--- src/rtl/lr3_kbd_scan_if.sv ---
// rtl/lr3_kbd_scan_if.sv - keypad matrix lines and accepted-key report between scanner and keypad
interface lr3_kbd_scan_if #(
   parameter int N_COL = 4,
   parameter int N_ROW = 4
);
   localparam int KW = (N_ROW * N_COL > 1) ? $clog2(N_ROW * N_COL) : 1;

   logic [N_ROW-1:0] row;
   logic [N_COL-1:0] col;
   logic [KW-1:0]    key_code;
   logic             key_vld;
   logic             key_held;

   modport master (input row, output col, output key_code, output key_vld, output key_held);
   modport slave  (output row, input col, input key_code, input key_vld, input key_held);
endinterface

--- src/rtl/lr3_kbd_scan.sv ---
// rtl/lr3_kbd_scan.sv - matrix keypad scanner: one active-low column at a time, debounced key report
module lr3_kbd_scan #(
   parameter int N_COL   = 4,
   parameter int N_ROW   = 4,
   parameter int DEB_CNT = 4
) (
   input  logic              i_clk,
   input  logic              i_rst,
   input  logic              i_scan_ce,
   lr3_kbd_scan_if.master    kbd
);
   localparam int CW = (N_COL > 1) ? $clog2(N_COL) : 1;
   localparam int RW = (N_ROW > 1) ? $clog2(N_ROW) : 1;
   localparam int KW = (N_ROW * N_COL > 1) ? $clog2(N_ROW * N_COL) : 1;
   localparam int DW = $clog2(DEB_CNT + 1);
   localparam logic [DW-1:0] DEB_MAX  = DW'(DEB_CNT);
   localparam logic [CW-1:0] COL_LAST = CW'(N_COL - 1);

   typedef enum logic [1:0] {ST_SCAN, ST_DEBOUNCE, ST_HELD} state_t;

   state_t           r_state, w_state_nxt;
   logic [CW-1:0]    r_col_idx, w_col_idx_nxt;
   logic [RW-1:0]    r_row_idx, w_row_idx_nxt;
   logic [DW-1:0]    r_deb_cnt, w_deb_cnt_nxt;
   logic [DW-1:0]    r_rel_cnt, w_rel_cnt_nxt;
   logic [KW-1:0]    r_key_code, w_key_code_nxt;
   logic             r_key_vld, w_key_vld_nxt;
   logic             r_key_held, w_key_held_nxt;
   logic [N_ROW-1:0] r_row_s1, r_row_s2;

   logic [RW-1:0]    w_dec_row;
   logic             w_any_low;
   logic             w_row_still;
   logic             w_latched_high;
   logic             w_accept;
   logic [CW-1:0]    w_col_inc;
   logic [KW-1:0]    w_accept_code;

   // Lowest-index low row wins: scanning downward lets the smallest index overwrite last.
   always_comb begin
      w_dec_row = '0;
      for (int i = N_ROW - 1; i >= 0; i--) begin
         if (!r_row_s2[i]) w_dec_row = RW'(i);
      end
   end

   assign w_any_low      = ~&r_row_s2;
   assign w_row_still    = w_any_low && (w_dec_row == r_row_idx);
   assign w_latched_high = r_row_s2[r_row_idx];
   assign w_col_inc      = (r_col_idx == COL_LAST) ? '0 : r_col_idx + 1'b1;
   assign w_accept_code  = KW'(w_dec_row) * KW'(N_COL) + KW'(r_col_idx);

   always_comb begin
      w_state_nxt    = r_state;
      w_col_idx_nxt  = r_col_idx;
      w_row_idx_nxt  = r_row_idx;
      w_deb_cnt_nxt  = r_deb_cnt;
      w_rel_cnt_nxt  = r_rel_cnt;
      w_key_code_nxt = r_key_code;
      w_key_vld_nxt  = 1'b0;
      w_key_held_nxt = r_key_held;
      w_accept       = 1'b0;

      if (i_scan_ce) begin
         case (r_state)
            ST_SCAN: begin
               if (w_any_low) begin
                  w_row_idx_nxt = w_dec_row;
                  if (DEB_CNT == 1) begin
                     w_accept = 1'b1;
                  end else begin
                     w_deb_cnt_nxt = DW'(1);
                     w_state_nxt   = ST_DEBOUNCE;
                  end
               end else begin
                  w_col_idx_nxt = w_col_inc;
               end
            end
            ST_DEBOUNCE: begin
               if (w_row_still) begin
                  w_deb_cnt_nxt = r_deb_cnt + 1'b1;
                  if (r_deb_cnt + 1'b1 == DEB_MAX) w_accept = 1'b1;
               end else begin
                  w_deb_cnt_nxt = '0;
                  w_col_idx_nxt = w_col_inc;
                  w_state_nxt   = ST_SCAN;
               end
            end
            ST_HELD: begin
               // Only the latched row is watched; other keys cannot disturb the held one.
               if (w_latched_high) begin
                  if (r_rel_cnt + 1'b1 == DEB_MAX) begin
                     w_rel_cnt_nxt  = '0;
                     w_key_held_nxt = 1'b0;
                     w_col_idx_nxt  = w_col_inc;
                     w_state_nxt    = ST_SCAN;
                  end else begin
                     w_rel_cnt_nxt = r_rel_cnt + 1'b1;
                  end
               end else begin
                  w_rel_cnt_nxt = '0;
               end
            end
            default: w_state_nxt = ST_SCAN;
         endcase
      end

      if (w_accept) begin
         w_key_code_nxt = w_accept_code;
         w_key_vld_nxt  = 1'b1;
         w_key_held_nxt = 1'b1;
         w_deb_cnt_nxt  = '0;
         w_rel_cnt_nxt  = '0;
         w_state_nxt    = ST_HELD;
      end
   end

   always_ff @(posedge i_clk) begin
      if (i_rst) begin
         r_state    <= ST_SCAN;
         r_col_idx  <= '0;
         r_row_idx  <= '0;
         r_deb_cnt  <= '0;
         r_rel_cnt  <= '0;
         r_key_code <= '0;
         r_key_vld  <= 1'b0;
         r_key_held <= 1'b0;
         r_row_s1   <= '1;
         r_row_s2   <= '1;
      end else begin
         r_state    <= w_state_nxt;
         r_col_idx  <= w_col_idx_nxt;
         r_row_idx  <= w_row_idx_nxt;
         r_deb_cnt  <= w_deb_cnt_nxt;
         r_rel_cnt  <= w_rel_cnt_nxt;
         r_key_code <= w_key_code_nxt;
         r_key_vld  <= w_key_vld_nxt;
         r_key_held <= w_key_held_nxt;
         r_row_s1   <= kbd.row;
         r_row_s2   <= r_row_s1;
      end
   end

   assign kbd.col      = ~(N_COL'(1) << r_col_idx);
   assign kbd.key_code = r_key_code;
   assign kbd.key_vld  = r_key_vld;
   assign kbd.key_held = r_key_held;
endmodule

--- src/flat_wrapper.sv ---
// flat-port wrapper written by rule: the top's interface ports become plain ports
module lr3_kbd_scan_flat 
#(
   parameter int N_COL   = 4,
   parameter int N_ROW   = 4,
   parameter int DEB_CNT = 4
)
  (i_clk, i_rst, i_scan_ce, kbd_row, kbd_col, kbd_key_code, kbd_key_vld, kbd_key_held);
  lr3_kbd_scan_if #(.N_COL(N_COL), .N_ROW(N_ROW)) kbd_i ();
  input  logic i_clk;
  input  logic i_rst;
  input  logic i_scan_ce;
  input wire logic [$bits(kbd_i.row)-1:0] kbd_row;
  output wire logic [$bits(kbd_i.col)-1:0] kbd_col;
  output wire logic [$bits(kbd_i.key_code)-1:0] kbd_key_code;
  output wire logic [$bits(kbd_i.key_vld)-1:0] kbd_key_vld;
  output wire logic [$bits(kbd_i.key_held)-1:0] kbd_key_held;
  assign kbd_i.row = kbd_row;
  assign kbd_col = kbd_i.col;
  assign kbd_key_code = kbd_i.key_code;
  assign kbd_key_vld = kbd_i.key_vld;
  assign kbd_key_held = kbd_i.key_held;
  lr3_kbd_scan #(.N_COL(N_COL), .N_ROW(N_ROW), .DEB_CNT(DEB_CNT)) u_core (.i_clk(i_clk), .i_rst(i_rst), .i_scan_ce(i_scan_ce), .kbd(kbd_i));
endmodule
--- config.mk ---
export PLATFORM = sky130hd
export DESIGN_NAME = lr3_kbd_scan_flat
export DESIGN_NICKNAME = d
export VERILOG_FILES = /design/src/rtl/lr3_kbd_scan_if.sv /design/src/rtl/lr3_kbd_scan.sv /design/src/flat_wrapper.sv
export SDC_FILE = /design/constraint.sdc
export NUM_CORES = 1
export LEC_CHECK = 0
export ABC_AREA = 1
export CAP_MARGIN = 40
export CORE_ASPECT_RATIO = 0.9
export CORE_UTILIZATION = 37
export CTS_CLUSTER_DIAMETER = 200
export CTS_CLUSTER_SIZE = 20
export DETAILED_ROUTE_END_ITERATION = 10
export GPL_TIMING_DRIVEN = 1
export SYNTH_ARGS = -nofsm -noshare
export SYNTH_HDL_FRONTEND = slang
export SYNTH_SLANG_ARGS = --single-unit
--- constraint.sdc ---
create_clock -name i_clk -period 4.7 [get_ports i_clk]
set_clock_uncertainty 0.2 [all_clocks]
set_input_delay 0.47 -clock i_clk [delete_from_list [all_inputs] [get_ports i_clk]]
set_output_delay 0.47 -clock i_clk [all_outputs]
set_load 0.02 [all_outputs]
; ---- After elaboration in Yosys (flattened, before gate mapping)
; Cells that the tools add are included.
[classes]
add_sub_neg = 4
magnitude_cmp = 1
n_eq_ne = 15
n_shift = 1
n_mux = 34
bitwise = 2
n_reduce_logical = 18
[op_table]
columns = operator, n
row1 = $mux 2, 15
row2 = $mux 3, 4
row3 = $pmux 2 s3, 2
row4 = $mux 1, 11
row5 = $reduce_and 5->1, 2
row6 = $reduce_bool 2->1, 5
row7 = $reduce_and 4->1, 2
row8 = $add 3x1->3 const B, 2
row9 = $eq 3x3->1 const B, 2
row10 = $ne 2x1->1 const B, 3
row11 = $ne 3x1->1 const B, 2
row12 = $pmux 3 s2, 1
row13 = $reduce_and 3->1, 2
row14 = $reduce_and 6->1, 1
row15 = $add 4x2->4, 1
row16 = $eq 2x2->1 const B, 2
row17 = $ne 2x2->1 const B, 2
row18 = $not 4->4, 1
row19 = $shl 1x2->4 const A, 1
row20 = $lt 2x3->1 const B, 1
row21 = $ne 3x2->1 const B, 1
row22 = $ne 3x3->1 const B, 1
row23 = $reduce_bool 3->1, 1
row24 = $add 2x1->2 const B, 1
row25 = 9 further kinds, 9
[totals]
reg_bits = 26

; ---- Logic depth before layout (Yosys ltp)
; Gate-level depths: netlist of the first run.
[depth]
word_depth = 11
ltp_mapped = 10
ltp_nobuf = 10

; ---- Least setup slack after synthesis of the first run
; OpenSTA, ideal clock, no wires.
[synth_timing]
path_kind = flip-flop to flip-flop
startpoint = reg u_core.r_rel_cnt[0]
endpoint = reg u_core.r_col_idx[0]
setup_time_ns = 0.115
t_arrival_ns = 1.231
slack_ns = 3.153
stages_incl_launch_ff = 9
n_path_buf = 0
synth_period_minus_slack_ns = 1.547
cell_sequence = dfxtp_1 > ha_1 > or2_2 > nand3_1 > nand2_1 > nand2_1 > nor2_2 > a21oi_1 > nor2_1
[synth_via]
elab_chain_len = 4
[synth_lines]
columns = element, line_no
row1 = from (decl), lr3_kbd_scan.sv:25  ; logic [DW-1:0] r_rel_cnt, w_rel_cnt_nxt;
row2 = from (signal assigned), lr3_kbd_scan.sv:135  ; r_rel_cnt <= w_rel_cnt_nxt;
row3 = $add 3x1->3, lr3_kbd_scan.sv:92  ; if (r_rel_cnt + 1'b1 == DEB_MAX) begin
row4 = $eq 3x3->1, lr3_kbd_scan.sv:92
row5 = $ne 2x1->1 (no line), -
row6 = $reduce_and 6->1 (no line), -
row7 = to (signal assigned), lr3_kbd_scan.sv:132  ; r_col_idx <= w_col_idx_nxt;
row8 = to (decl), lr3_kbd_scan.sv:22  ; logic [CW-1:0] r_col_idx, w_col_idx_nxt;
; Every way passes these cells.
; A chain may end at the register's enable or synchronous reset.

; ---- Worst setup path after layout of the first run
[layout_timing]
startpoint = reg u_core.r_col_idx[0]
endpoint = out kbd_col[0]
[layout_via]
elab_chain_len = 2
[layout_lines]
columns = element, line_no
row1 = $shl 1x2->4, lr3_kbd_scan.sv:144  ; assign kbd.col = ~(N_COL'(1) << r_col_idx);
row2 = $not 4->4, lr3_kbd_scan.sv:144
row3 = to (decl), flat_wrapper.sv:14  ; output wire logic [$bits(kbd_i.col)-1:0] kbd_col;
; Every way passes these cells.

==> results.sh, run 1 <==
export IMPL_outcome="complete, no violations"
export IMPL_p_per_area_nw_per_um2=315
export IMPL_firstDrtPassIters=4
export IMPL_finalWeightedCongestion=0.847
export IMPL_critPathKind="reg -> out"
export IMPL_synth_seq_cells=26
export IMPL_ys_warn_count=0
export IMPL_hold_buffers=0
export IMPL_syn_mean_instance_area_um2=7.74
export IMPL_final_max_slew_viol_count=0
export IMPL_ys_types=29
export IMPL_path_common_cell="inv_1"
export IMPL_area_growth_pct=21.1
export IMPL_rsz0062_at_grt="false"
export IMPL_grt_pass1_vias=990
export IMPL_dp_slack_ns=2.61
export IMPL_critPathBufInv=3
export IMPL_fin_crit_sh_pct=49.4
export IMPL_tns_ns=0
export IMPL_nets=199
export IMPL_via_count=1097
export IMPL_cts_made_buffers=3
export IMPL_register_area_um2=520
export IMPL_setup_violations_final=0
export IMPL_vias_per_cell=4.88
export IMPL_grt_pass1_wl_mm=4.29
export IMPL_core_um2=3190
export IMPL_fmax_mhz=430
export IMPL_path_clk_slew_ns=0.09
export IMPL_io_buffers=16
export IMPL_cp_max_fo=5
export IMPL_period_needed_ns=2.32
export IMPL_die_h_um=57.9
export IMPL_ios=17
export IMPL_cts_setup_buffers=0
export IMPL_ys_seq_area_share_pct=40.5
export IMPL_fillers=313
export IMPL_worst_pin_slew_ns=0.374
export IMPL_multi_input_area_um2=666
export IMPL_track_usage_pct=14.9
export IMPL_antenna_left=0
export IMPL_slowest_delay_ns=0.60
export IMPL_crit_chain="inv_1 > ha_1 > inv_1 > clkdlybuf4s50_1"
export IMPL_drive_above_1_share_pct=14.2
export IMPL_cts_resized=0
export IMPL_crit_family="buffers and inverters"
export IMPL_grt_overflow=0
export IMPL_hpwl_mm=1.89
export IMPL_hold_ws_ns=0.216
export IMPL_cp_end_kind="output pin"
export IMPL_cts_root_buffer="clkbuf_8"
export IMPL_rrSetupSlack_ns=3.00
export IMPL_drc=0
export IMPL_cp_data_arrival_time_ns=1.65
export IMPL_cts_tree="done"
export IMPL_grt_max_degree=16
export IMPL_p_leak_nw=0.734
export IMPL_crit_path_top_delay_cell="clkdlybuf4s50_1"
export IMPL_rows=19
export IMPL_ys_async_sr_fraction_pct=0
export IMPL_fin_area_um2=1560
export IMPL_cp_data_required_time_ns=4.03
export IMPL_fin_ws_ns=2.38
export IMPL_start_util_pct=40.3
export IMPL_syn_num_nets=181
export IMPL_synth_ff_type="dfxtp_1"
export IMPL_utilization_pct=48.9
export IMPL_syn_area_um2=1280
export IMPL_cap_violations=0
export IMPL_final_hold_violation_count=0
export IMPL_cp_start_kind="register"
export IMPL_antenna_found_initial=0
export IMPL_drt_first_iter_violations=42
export IMPL_wl_mm=2.47
export IMPL_die_area_um2=3710
export IMPL_syn_inst=166
export IMPL_hold_class="reg -> reg"
export IMPL_die_w_um=64.1
export IMPL_clk_latency_ns=0.27
export IMPL_vdd_ir_drop_max_uv=227
export IMPL_cts_buffer_depth=2
export IMPL_maxSlewHeadroom_pct=75.1
export IMPL_synth_edf_count=0
export IMPL_avgRoutedWirePerCell_um=11.0
export IMPL_place_area_um2=1490
export IMPL_n_antenna_cell=0
export IMPL_htree_levels=1
export IMPL_cts_sinks=26
[report_power, final]
part	leakage, nW	total [W]	switching, W	internal, W
Combinational	0.485	0.0000678	0.0000398	0.0000280
Clock	0.0357	0.000186	0.0000724	0.000114
Sequential	0.213	0.000236	0.00000761	0.000228
Total	0.734	0.000490	0.000120	0.000370
[cells by family after synthesis]
family	count (synthesis)	synth area share, %
flops	26	40.5
fa+ha+maj	8	7.79
buf+inv	26	7.69
simple gates	87	35.3
compound gates	19	8.67
[final timing paths]
| check | from | end | cells past startpoint |
|---|---|---|---|
| worst min-delay path | u_core.r_row_s1[1]$_SDFF_PP1_ | u_core.r_row_s2[1]$_SDFF_PP1_ | 1 |
| worst max-delay path | u_core.r_col_idx[0]$_SDFFE_PP0P_ | kbd_col[0] | 4 |
| worst max register to register | u_core.r_rel_cnt[0]$_SDFFE_PP0P_ | u_core.r_col_idx[1]$_SDFFE_PP0P_ | 8 |
| worst min register to register | u_core.r_row_s1[1]$_SDFF_PP1_ | u_core.r_row_s2[1]$_SDFF_PP1_ | 1 |
[through the flow]
step / cells / power, W
after floorplan: 166 / 0.000287
after global placement: 221 / 0.000308
after detailed placement: 221 / 0.000309
after CTS: 225 / 0.000497
after global routing: 225 / 0.000518
final: 225 / 0.000490
[metal layers]
layer  part of all wire, %  global-route usage (%)  up-vias
met4                   1.0                    3.81        0
li1                      -                       -      568
met3                   3.7                    4.72        4
met5                     0                       0        -
met1                    50                    19.5      513
met2                    45                    24.0       12
[cell type report]
cell class                 instances  share of cell area (%)
multi-input combinational        114                    42.8
sequential                        26                    33.4
timing repair buffer              16                    10.3
inverter                          23                    5.55
tap                               42                    3.38
clock buffer                       3                    2.65
clock inverter                     1                    1.93
[state kept, by name, indices dropped and copies added, names as in the netlist]
name	count
u_core.r_row_idx	2
u_core.kbd.key_code	4
u_core.r_row_s1	4
u_core.kbd.key_vld	1
u_core.r_row_s2	4
u_core.r_col_idx	2
u_core.r_rel_cnt	3
u_core.kbd.key_held	1
u_core.r_deb_cnt	3
u_core.r_state	2
[synth_stat cells, types with 2 or more instances]
cell type  instances  share of area (%)
nand4_1            7                3.4
nand2_2            3                1.5
dfxtp_1           26                 41
inv_1             20                5.8
nand3_1           12                4.7
ha_1               8                7.8
or2_2              9                4.4
a21oi_1            6                2.3
o21ai_0            7                2.7
nand2_4            2                1.8
inv_2              3               0.88
nand2_1           30                8.8
nor2_1            17                5.0
[layout by cell type, fill, tap and decap left out, types with 7 or more instances in the layout]
cell,synthesis,routed
nand3_1,12,12
ha_1,8,8
clkdlybuf4s50_1,0,16
nand2_1,30,30
nor2_1,17,17
nand4_1,7,7
or2_2,9,9
inv_1,20,20
o21ai_0,7,7
dfxtp_1,26,26
(Power assumes the default switching activity.)
==> run 2: changes to the inputs <==
- clock period: 4.7 -> 2.3 ns (I/O delays scaled with it)
==> run 2 against run 1 <==
Against the previous run: die area is the same; utilization grew 0.24 points; worst setup slack lost 2.1 ns; critical path depth is the same; via count shrank 0.64%; critical path type unchanged.
==> results.sh, run 2 (synthesis gave the netlist of run 1 again) <==
export IMPL_fin_crit_sh_pct=90.1
export IMPL_layout_commonest_cell="nand2_1"
export IMPL_avgRoutedWirePerCell_um=11.1
export IMPL_hpwl_mm=1.94
export IMPL_via_count=1090
export IMPL_cts_tree="done"
export IMPL_final_hold_violation_count=0
export IMPL_utilization_pct=49.1
export IMPL_grt_max_degree=16
export IMPL_rows=19
export IMPL_track_usage_pct=15.5
export IMPL_outcome="complete, no violations"
export IMPL_hold_end="u_core.r_row_s2[1]$_SDFF_PP1_"
export IMPL_area_growth_pct=21.7
export IMPL_cp_end_kind="output pin"
export IMPL_vdd_ir_drop_max_uv=311
export IMPL_crit_chain="inv_1 > ha_1 > inv_1 > clkdlybuf4s50_1"
export IMPL_slowest_delay_ns=0.59
export IMPL_die_area_um2=3710
export IMPL_fin_ws_ns=0.228
export IMPL_tns_ns=0
export IMPL_cts_made_buffers=3
export IMPL_start_util_pct=40.3
export IMPL_cts_root_buffer="clkbuf_8"
export IMPL_antenna_left=0
export IMPL_fmax_mhz=483
export IMPL_final_cell_mix="30 x nand2_1, 26 x dfxtp_1, 20 x inv_1"
export IMPL_nets=200
export IMPL_cp_start_kind="register"
export IMPL_cp_max_fo=5
export IMPL_hold_depth=1
export IMPL_grt_overflow=0
export IMPL_dp_slack_ns=0.430
export IMPL_min_delay_start="u_core.r_row_s1[1]$_SDFF_PP1_"
export IMPL_worstReg2RegStart="u_core.r_rel_cnt[0]$_SDFFE_PP0P_"
export IMPL_final_max_slew_viol_count=0
export IMPL_r2r_cells=8
export IMPL_wl_mm=2.50
export IMPL_clk_latency_ns=0.27
export IMPL_reg2reg_to="u_core.r_col_idx[0]$_SDFFE_PP0P_"
export IMPL_drc=0
export IMPL_cts_resized=0
export IMPL_maxSlewHeadroom_pct=72.9
export IMPL_vias_per_cell=4.82
export IMPL_p_leak_nw=0.738
export IMPL_cap_violations=0
export IMPL_die_w_um=64.1
export IMPL_htree_levels=1
export IMPL_rrSetupSlack_ns=0.55
export IMPL_critPathBufInv=3
export IMPL_crit_path_top_delay_cell="clkdlybuf4s50_1"
export IMPL_firstDrtPassIters=4
export IMPL_io_buffers=16
export IMPL_crit_family="buffers and inverters"
export IMPL_die_h_um=57.9
export IMPL_hold_class="reg -> reg"
export IMPL_cts_buffer_depth=2
export IMPL_grt_pass1_vias=991
export IMPL_path_common_cell="inv_1"
export IMPL_ios=17
export IMPL_period_needed_ns=2.07
export IMPL_core_um2=3190
export IMPL_finalWeightedCongestion=0.844
export IMPL_hold_ws_ns=0.214
export IMPL_antenna_found_initial=0
export IMPL_setup_violations_final=0
export IMPL_critPathKind="reg -> out"
export IMPL_n_antenna_cell=0
export IMPL_cp_data_required_time_ns=1.87
export IMPL_worst_pin_slew_ns=0.407
export IMPL_cp_data_arrival_time_ns=1.64
export IMPL_cts_setup_buffers=0
export IMPL_drt_first_iter_violations=38
export IMPL_grt_pass1_wl_mm=4.38
export IMPL_path_clk_slew_ns=0.09
export IMPL_p_per_area_nw_per_um2=636
export IMPL_hold_buffers=0
export IMPL_drive_above_1_share_pct=14.7
export IMPL_rsz0062_at_grt="false"
export IMPL_cts_sinks=26
==> run 2: final cells by class <==
type	instances	area, um2
Clock buffer	3	41.3
Fill cell	328	1620
Tap cell	42	52.6
Clock inverter	1	30.0
Inverter	23	86.3
Multi-Input combinational cell	114	666
Timing Repair Buffer	17	168
Sequential cell	26	520
==> run 2: power breakdown <==
group          switching, W  leakage (nW)  internal [W]  total, W
clock network      0.000139        0.0357      0.000233  0.000372
logic             0.0000820         0.490     0.0000582  0.000140
registers         0.0000159         0.213      0.000467  0.000482
total              0.000237         0.738      0.000758  0.000995
==> run 2: worst max path at each step <==
stage / startpoint / end / slack [ns] / cells after the start
2_1_floorplan: u_core.r_rel_cnt[0]$_SDFFE_PP0P_ / u_core.r_col_idx[0]$_SDFFE_PP0P_ / 0.75 / 8
3_3_place_gp: i_scan_ce / u_core.r_col_idx[0]$_SDFFE_PP0P_ / 0.50 / 8
3_5_place_dp: i_scan_ce / u_core.r_col_idx[0]$_SDFFE_PP0P_ / 0.43 / 8
4_1_cts: u_core.r_col_idx[0]$_SDFFE_PP0P_ / kbd_col[0] / 0.22 / 4
5_1_grt: u_core.r_col_idx[0]$_SDFFE_PP0P_ / kbd_col[2] / 0.14 / 4
6_report: u_core.r_col_idx[0]$_SDFFE_PP0P_ / kbd_col[0] / 0.23 / 4
==> run 2: stage by stage <==
| step | area (um2) | power, W | cells |
|---|---|---|---|
| after floorplan | 1280 | 0.000587 | 166 |
| after global placement | 1490 | 0.000630 | 222 |
| after detailed placement | 1490 | 0.000634 | 222 |
| after CTS | 1560 | 0.00101 | 226 |
| after global routing | 1560 | 0.00105 | 226 |
| final | 1560 | 0.000995 | 226 |
==> run 2: worst reg2reg max path, delay by kind of cell, from the launching register on <==
family | cells | cell delay, ns
AND/OR/NAND/NOR | 6 | 0.74
flip-flops | 1 | 0.35
adder cells (fa/ha/maj) | 1 | 0.21
AO/OA/AOI/OAI | 1 | 0.14
==> run 2: layer usage <==
metal	share of wire, %	vias up	GRT usage (%)
met1	47	493	19.0
met2	47	27	26.0
met4	0.88	0	5.71
li1	-	568	-
met3	5.5	2	4.33
met5	0	-	0
